--- src/rtl/sm83_bus_responder_if.sv ---
// sm83_bus_responder_if
// Bundles the CPU-side bus pins and the synchronous RAM port of the SM83
// target-side responder.
//   slave  : the responder itself (takes CPU requests, drives the RAM port)
//   master : its surroundings (the CPU driving requests plus the RAM model
//            returning mem_rdata)
// Signals:
//   cpu_adr/cpu_rd/cpu_wr/cpu_wdata  CPU request (level, held until ack)
//   cpu_rdata/cpu_hit/cpu_busy/cpu_ack/err  responder status back to CPU
//   mem_adr/mem_ce/mem_we/mem_wdata  RAM command, mem_rdata RAM read data
interface sm83_bus_responder_if #(
  parameter int unsigned ADR_WIDTH  = 16,
  parameter int unsigned DATA_WIDTH = 8,
  parameter int unsigned SIZE_LOG2  = 13
);
  logic [ADR_WIDTH-1:0]  cpu_adr;
  logic                  cpu_rd;
  logic                  cpu_wr;
  logic [DATA_WIDTH-1:0] cpu_wdata;
  logic [DATA_WIDTH-1:0] cpu_rdata;
  logic                  cpu_hit;
  logic                  cpu_busy;
  logic                  cpu_ack;
  logic                  err;
  logic [SIZE_LOG2-1:0]  mem_adr;
  logic                  mem_ce;
  logic                  mem_we;
  logic [DATA_WIDTH-1:0] mem_wdata;
  logic [DATA_WIDTH-1:0] mem_rdata;

  modport slave (
    input  cpu_adr, cpu_rd, cpu_wr, cpu_wdata, mem_rdata,
    output cpu_rdata, cpu_hit, cpu_busy, cpu_ack, err,
           mem_adr, mem_ce, mem_we, mem_wdata
  );

  modport master (
    output cpu_adr, cpu_rd, cpu_wr, cpu_wdata, mem_rdata,
    input  cpu_rdata, cpu_hit, cpu_busy, cpu_ack, err,
           mem_adr, mem_ce, mem_we, mem_wdata
  );
endinterface

--- src/rtl/sm83_bus_responder.sv ---
// sm83_bus_responder
// Target-side end of the SM83 external address/data bus. A request whose
// address falls in the aligned window [BASE, BASE + 2**SIZE_LOG2) is turned
// into exactly one access on a 1-cycle-latency synchronous RAM port, then
// acknowledged with a one-cycle cpu_ack pulse.
// Ports:
//   clk      clock, all state updates on the rising edge
//   reset_n  asynchronous active-low reset
//   bus      sm83_bus_responder_if.slave (CPU request/status + RAM port)
// Timing: request sampled in IDLE at cycle n -> mem_ce in n+1,
//   cpu_ack in n+3+WAIT_STATES, for reads and writes alike.
module sm83_bus_responder #(
  parameter int unsigned ADR_WIDTH   = 16,
  parameter int unsigned DATA_WIDTH  = 8,
  parameter int unsigned BASE        = 'hC000,
  parameter int unsigned SIZE_LOG2   = 13,
  parameter int unsigned WAIT_STATES = 0
) (
  input logic clk,
  input logic reset_n,
  sm83_bus_responder_if.slave bus
);

  typedef enum logic [2:0] {
    S_IDLE,
    S_MEM,
    S_LAT,
    S_WAIT,
    S_ACK,
    S_HOLD
  } state_t;

  localparam logic [ADR_WIDTH-1:0] BASE_ADR = ADR_WIDTH'(BASE);
  // The counter counts down to zero inclusive, so it is loaded one short.
  localparam logic [3:0] WAIT_LOAD = (WAIT_STATES > 0) ? 4'(WAIT_STATES - 1) : 4'd0;

  state_t                state_q, state_d;
  logic [SIZE_LOG2-1:0]  adr_q, adr_d;
  logic [DATA_WIDTH-1:0] wdata_q, wdata_d;
  logic                  op_write_q, op_write_d;
  logic [DATA_WIDTH-1:0] rdata_q, rdata_d;
  logic                  err_q, err_d;
  logic [3:0]            cnt_q, cnt_d;

  logic hit;
  logic mem_ce;
  logic mem_we;
  logic cpu_ack;
  logic cpu_busy;

  // Window decode: only the bits above the window size take part, which is
  // why BASE must be aligned to the window size.
  assign hit = (bus.cpu_adr[ADR_WIDTH-1:SIZE_LOG2] == BASE_ADR[ADR_WIDTH-1:SIZE_LOG2]);

  always_ff @(posedge clk or negedge reset_n) begin
    if (!reset_n) begin
      state_q    <= S_IDLE;
      adr_q      <= '0;
      wdata_q    <= '0;
      op_write_q <= 1'b0;
      rdata_q    <= '0;
      err_q      <= 1'b0;
      cnt_q      <= 4'd0;
    end else begin
      state_q    <= state_d;
      adr_q      <= adr_d;
      wdata_q    <= wdata_d;
      op_write_q <= op_write_d;
      rdata_q    <= rdata_d;
      err_q      <= err_d;
      cnt_q      <= cnt_d;
    end
  end

  always_comb begin
    state_d    = state_q;
    adr_d      = adr_q;
    wdata_d    = wdata_q;
    op_write_d = op_write_q;
    rdata_d    = rdata_q;
    err_d      = err_q;
    cnt_d      = cnt_q;
    case (state_q)
      S_IDLE: begin
        // Simultaneous rd and wr on a hit is a protocol error: flag it and
        // perform no access. Misses are ignored entirely.
        if (hit) begin
          if (bus.cpu_rd && bus.cpu_wr) begin
            err_d = 1'b1;
          end else if (bus.cpu_rd || bus.cpu_wr) begin
            adr_d      = bus.cpu_adr[SIZE_LOG2-1:0];
            wdata_d    = bus.cpu_wdata;
            op_write_d = bus.cpu_wr;
            state_d    = S_MEM;
          end
        end
      end
      S_MEM: state_d = S_LAT;
      S_LAT: begin
        // RAM data issued in MEM is valid during this cycle.
        if (!op_write_q) begin
          rdata_d = bus.mem_rdata;
        end
        if (WAIT_STATES > 0) begin
          cnt_d   = WAIT_LOAD;
          state_d = S_WAIT;
        end else begin
          state_d = S_ACK;
        end
      end
      S_WAIT: begin
        if (cnt_q == 4'd0) begin
          state_d = S_ACK;
        end else begin
          cnt_d = cnt_q - 4'd1;
        end
      end
      S_ACK: begin
        // A still-asserted level request must not start a second access.
        state_d = (bus.cpu_rd || bus.cpu_wr) ? S_HOLD : S_IDLE;
      end
      S_HOLD: begin
        if (!bus.cpu_rd && !bus.cpu_wr) begin
          state_d = S_IDLE;
        end
      end
      default: state_d = S_IDLE;
    endcase
  end

  always_comb begin
    mem_ce   = 1'b0;
    mem_we   = 1'b0;
    cpu_ack  = 1'b0;
    cpu_busy = 1'b0;
    case (state_q)
      S_MEM: begin
        mem_ce   = 1'b1;
        mem_we   = op_write_q;
        cpu_busy = 1'b1;
      end
      S_LAT, S_WAIT: cpu_busy = 1'b1;
      S_ACK: begin
        cpu_ack  = 1'b1;
        cpu_busy = 1'b1;
      end
      default: ;
    endcase
  end

  assign bus.cpu_hit   = hit;
  assign bus.cpu_rdata = rdata_q;
  assign bus.cpu_busy  = cpu_busy;
  assign bus.cpu_ack   = cpu_ack;
  assign bus.err       = err_q;
  assign bus.mem_adr   = adr_q;
  assign bus.mem_ce    = mem_ce;
  assign bus.mem_we    = mem_we;
  assign bus.mem_wdata = wdata_q;

endmodule

--- src/flat_wrapper.sv ---
// flat-port wrapper written by rule: the top's interface ports become plain ports
module sm83_bus_responder_flat 
#(
  parameter int unsigned ADR_WIDTH   = 16,
  parameter int unsigned DATA_WIDTH  = 8,
  parameter int unsigned BASE        = 'hC000,
  parameter int unsigned SIZE_LOG2   = 13,
  parameter int unsigned WAIT_STATES = 0
)
  (clk, reset_n, bus_cpu_adr, bus_cpu_rd, bus_cpu_wr, bus_cpu_wdata, bus_mem_rdata, bus_cpu_rdata, bus_cpu_hit, bus_cpu_busy, bus_cpu_ack, bus_err, bus_mem_adr, bus_mem_ce, bus_mem_we, bus_mem_wdata);
  sm83_bus_responder_if #(.ADR_WIDTH(ADR_WIDTH), .DATA_WIDTH(DATA_WIDTH), .SIZE_LOG2(SIZE_LOG2)) bus_i ();
  input logic clk;
  input logic reset_n;
  input wire logic [$bits(bus_i.cpu_adr)-1:0] bus_cpu_adr;
  input wire logic [$bits(bus_i.cpu_rd)-1:0] bus_cpu_rd;
  input wire logic [$bits(bus_i.cpu_wr)-1:0] bus_cpu_wr;
  input wire logic [$bits(bus_i.cpu_wdata)-1:0] bus_cpu_wdata;
  input wire logic [$bits(bus_i.mem_rdata)-1:0] bus_mem_rdata;
  output wire logic [$bits(bus_i.cpu_rdata)-1:0] bus_cpu_rdata;
  output wire logic [$bits(bus_i.cpu_hit)-1:0] bus_cpu_hit;
  output wire logic [$bits(bus_i.cpu_busy)-1:0] bus_cpu_busy;
  output wire logic [$bits(bus_i.cpu_ack)-1:0] bus_cpu_ack;
  output wire logic [$bits(bus_i.err)-1:0] bus_err;
  output wire logic [$bits(bus_i.mem_adr)-1:0] bus_mem_adr;
  output wire logic [$bits(bus_i.mem_ce)-1:0] bus_mem_ce;
  output wire logic [$bits(bus_i.mem_we)-1:0] bus_mem_we;
  output wire logic [$bits(bus_i.mem_wdata)-1:0] bus_mem_wdata;
  assign bus_i.cpu_adr = bus_cpu_adr;
  assign bus_i.cpu_rd = bus_cpu_rd;
  assign bus_i.cpu_wr = bus_cpu_wr;
  assign bus_i.cpu_wdata = bus_cpu_wdata;
  assign bus_i.mem_rdata = bus_mem_rdata;
  assign bus_cpu_rdata = bus_i.cpu_rdata;
  assign bus_cpu_hit = bus_i.cpu_hit;
  assign bus_cpu_busy = bus_i.cpu_busy;
  assign bus_cpu_ack = bus_i.cpu_ack;
  assign bus_err = bus_i.err;
  assign bus_mem_adr = bus_i.mem_adr;
  assign bus_mem_ce = bus_i.mem_ce;
  assign bus_mem_we = bus_i.mem_we;
  assign bus_mem_wdata = bus_i.mem_wdata;
  sm83_bus_responder #(.ADR_WIDTH(ADR_WIDTH), .DATA_WIDTH(DATA_WIDTH), .BASE(BASE), .SIZE_LOG2(SIZE_LOG2), .WAIT_STATES(WAIT_STATES)) u_core (.clk(clk), .reset_n(reset_n), .bus(bus_i));
endmodule
--- config.mk ---
export PLATFORM = sky130hd
export DESIGN_NAME = sm83_bus_responder_flat
export DESIGN_NICKNAME = d
export VERILOG_FILES = /design/src/rtl/sm83_bus_responder_if.sv /design/src/rtl/sm83_bus_responder.sv /design/src/flat_wrapper.sv
export SDC_FILE = /design/constraint.sdc
export NUM_CORES = 1
export LEC_CHECK = 0
export CAP_MARGIN = 20
export CORE_MARGIN = 3
export CORE_UTILIZATION = 39
export CTS_BUF_LIST = sky130_fd_sc_hd__clkbuf_16
export DETAILED_ROUTE_END_ITERATION = 8
export PLACE_DENSITY = 0.74
export SLEW_MARGIN = 20
export SYNTH_ARGS = -nofsm -noshare
export SYNTH_HDL_FRONTEND = slang
export SYNTH_SLANG_ARGS = --single-unit
--- constraint.sdc ---
create_clock -name clk -period 1.8 [get_ports clk]
set_input_delay 0.27 -clock clk [delete_from_list [all_inputs] [get_ports clk]]
set_output_delay 0.27 -clock clk [all_outputs]
set_load 0.005 [all_outputs]
==> flow_summary.toml <==
[final_layout]
stdcell_area_um2 = 2666
post-route-util_pct = 64.79
regArea_um2 = 950.9
fin_nets = 230
areaGrowthSynthToFinish_pct = 56.23
multi_input_comb_area_um2 = 693.2
antenna_cells = 0
drive_gt1_share_pct = 27.98
fillers = 302

[critical_path]
worstSetupEndpoint = "bus_cpu_hit"
worst-endpoint-arrival_ps = 1460
crit_fanout = 3
crit_type = "primary input to primary output"
r2r_start = "u_core.state_q[2]$_DFFE_PN0P_"
start_kind = "primary input"
crit_required_ps = 1530
r2r_cells = 6
cp-end-kind = "primary output"
r2r-end = "u_core.bus.mem_adr[6]$_DFFE_PN0P_"
reg2reg_slack_ps = 160
critPathLaunch = "bus_cpu_adr[14]"

[floorplan]
die_y_um = 72.15
core-area_um2 = 4115
die-area_um2 = 5206
io_pins = 71
start_util_pct = 41.47
die_w_um = 72.15
rows = 23

[timing]
max_freq_mhz = 578.6
hold_violations = 0
finalMaxSlewViolations = 0
min_period_ps = 1728
fin_setup_tns_ps = 0
rsz0062_at_grt = "false"
skew_ps = 3.178
worstMarginPinSlew_ps = 475.7
finalCritPeriodShare_pct = 96.02
relSlewSlack_pct = 68.29
final-setup-viol-count = 0

[place]
place_congestion = 0.7690
placed_area_um2 = 2495
place_hpwl_um = 2805
portBuffers = 70

[pwr]
swShare_pct = 24.89
combPwrFrac_pct = 41.9
ir_drop_mv = 0.7654
p_per_area_nw_per_um2 = 1533
p_switching_w = 0.001017
p_int_w = 0.003069
power_frac_seq_pct = 34.9
clock_power_share_pct = 23.2
leakage_nw = 1.232

[synth]
synth_top_area_share_pct = 55.72
ys_warn_count = 0
syn_avg_cell_area_um2 = 15.38
ys.flop_type = "dfrtp_1"
seq_area_frac_synth_pct = 55.72
synth-edff-count = 0
syn_nets = 148
ys_types = 34
synth.cell_area_um2 = 1707
synth-seq-cells = 38
synth_area_leaders = "dfrtp_1, mux2_4, mux2_2"
synthCells = 111
async_flop_share_pct = 100.0
yosysTopAreaCell = "dfrtp_1"

[drt]
routed_via_density = 4.827
wirelength_um = 3841
postRouteAntennaNets = 0
first_iter_violations = 41
wl_per_cell_um = 15.81
drtPass1Iterations = 4
drcViolationCount = 0
vias = 1173

[clock_tree]
cts_made_buffers = 5
cts_sinks = 38
cts_root_buf = "clkbuf_16"
clk_path_buf_depth = 2
cts_tree = "done"
cts_max_level = 2
clock_latency_ps = 270
cts.clk_slew.worst_paths_ps = 60
hold_buffers = 0

[global_route]
grtUsageTotal_pct = 16.41
grt_pass1_vias = 1326
grt_max_degree = 39
grt_pass1_wl_um = 6541
antenna_found_initial = 0
grt_remaining_overflow = 0

[flow_run]
max-cap-violations = 0

[hold_path]
min_path_type = "primary input to async pin"

[run_status]
status = "complete, no violations"
==> power groups by stage <==
stage | Clock, W | Combinational (W) | Sequential (W)
after floorplan | 0 | 0.000736 | 0.00143
after global placement | 0 | 0.00168 | 0.00141
after detailed placement | 0 | 0.00172 | 0.00144
after CTS | 0.000970 | 0.00175 | 0.00143
after global routing | 0.00102 | 0.00183 | 0.00147
final | 0.000950 | 0.00171 | 0.00142
==> cell usage after synthesis, drive strengths merged (2+ instances only) <==
cell,n
a21oi,3
buf,6
dfrtp,38
inv,3
mux2,29
nand3b,2
nor2,2
nor3b,2
o21ai,2
o21bai,2
xor2,2
==> worst min path at each step <==
stage            start                                   to  slack [ps]  depth (start not counted)
6_report       reset_n   u_core.bus.mem_adr[12]$_DFFE_PN0P_          30                          2
5_1_grt        reset_n    u_core.bus.mem_adr[1]$_DFFE_PN0P_          70                          2
4_1_cts        reset_n   u_core.bus.mem_adr[12]$_DFFE_PN0P_          50                          2
3_5_place_dp   reset_n   u_core.bus.mem_adr[12]$_DFFE_PN0P_         350                          2
3_3_place_gp   reset_n  u_core.bus.mem_wdata[6]$_DFFE_PN0P_         340                          2
2_1_floorplan  reset_n  u_core.bus.cpu_rdata[0]$_DFFE_PN0P_         -30                          0
==> placed cells by master, fill, tap and decap left out, types with 2 or more instances in the layout <==
master           Yosys  routed
inv_1                3       3
nor2_1               2       2
clkbuf_16            0       5
nand3b_1             2       2
xor2_1               2       2
o21bai_1             2       2
clkdlybuf4s50_1      0      65
a21oi_1              3       3
o21ai_0              2       2
dlygate4sd2_1        0       3
dfrtp_1             38      38
mux2_2               9       9
mux2_4              20      20
buf_4                1      10
==> critical path, cell delays in order <==
cell,delay (ps)
clkdlybuf4s50_1,450
and3b_2,220
clkdlybuf4s50_1,510
==> timing repair <==
action | 4_1_cts | 5_1_grt
pin swaps | 3 | 1
gates resized for setup | 4 | 2
endpoints found under the setup margin | 4 | 2
buffers inserted | 1 | 0
==> per-stage QoR <==
stage | power, W | std cells | setup WS [ps] | hold slack (ps)
floorplan | 0.002168 | 111 | 352.1 | -25.59
CTS | 0.004147 | 243 | 24.66 | 47.59
finish | 0.004087 | 243 | 71.69 | 34.34
global placement | 0.003089 | 235 | 50.11 | 337.0
global route | 0.004319 | 243 | 18.56 | 72.28
detailed placement | 0.003156 | 235 | 30.99 | 348.3
==> state kept, by name, indices dropped and copies added, names as in the netlist <==
register              flops
u_core.cnt_q              4
u_core.bus.mem_wdata      8
u_core.bus.cpu_rdata      8
u_core.bus.mem_adr       13
u_core.bus.err            1
u_core.state_q            3
u_core.op_write_q         1
==> area by class of cell <==
cell class	count	area share, %
Tap cell	50	2.346
Clock buffer	5	4.693
Inverter	3	0.4223
Sequential cell	38	35.66
Timing Repair Buffer	81	29.61
Clock inverter	2	1.267
Multi-Input combinational cell	64	26.00
==> cells by family after synthesis <==
kind of cell | after synthesis | synth area share (%)
AND/OR/NAND/NOR | 17 | 8.725
flip-flops | 38 | 55.72
XOR/XNOR | 3 | 1.540
adder cells (fa/ha/maj) | 1 | 0.7330
multiplexers | 30 | 24.12
AO/OA/AOI/OAI | 13 | 5.132
buffers and inverters | 9 | 4.032
==> per-layer routing <==
metal | track usage [%] | routed length (µm) | up-vias
met1 | 18.86 | 1528 | 573
met2 | 28.11 | 2026 | 40
met4 | 8.142 | 85 | 0
li1 | - | - | 553
met5 | 0 | 0 | -
met3 | 4.294 | 200 | 7
Power figures use the tool's default switching activity.
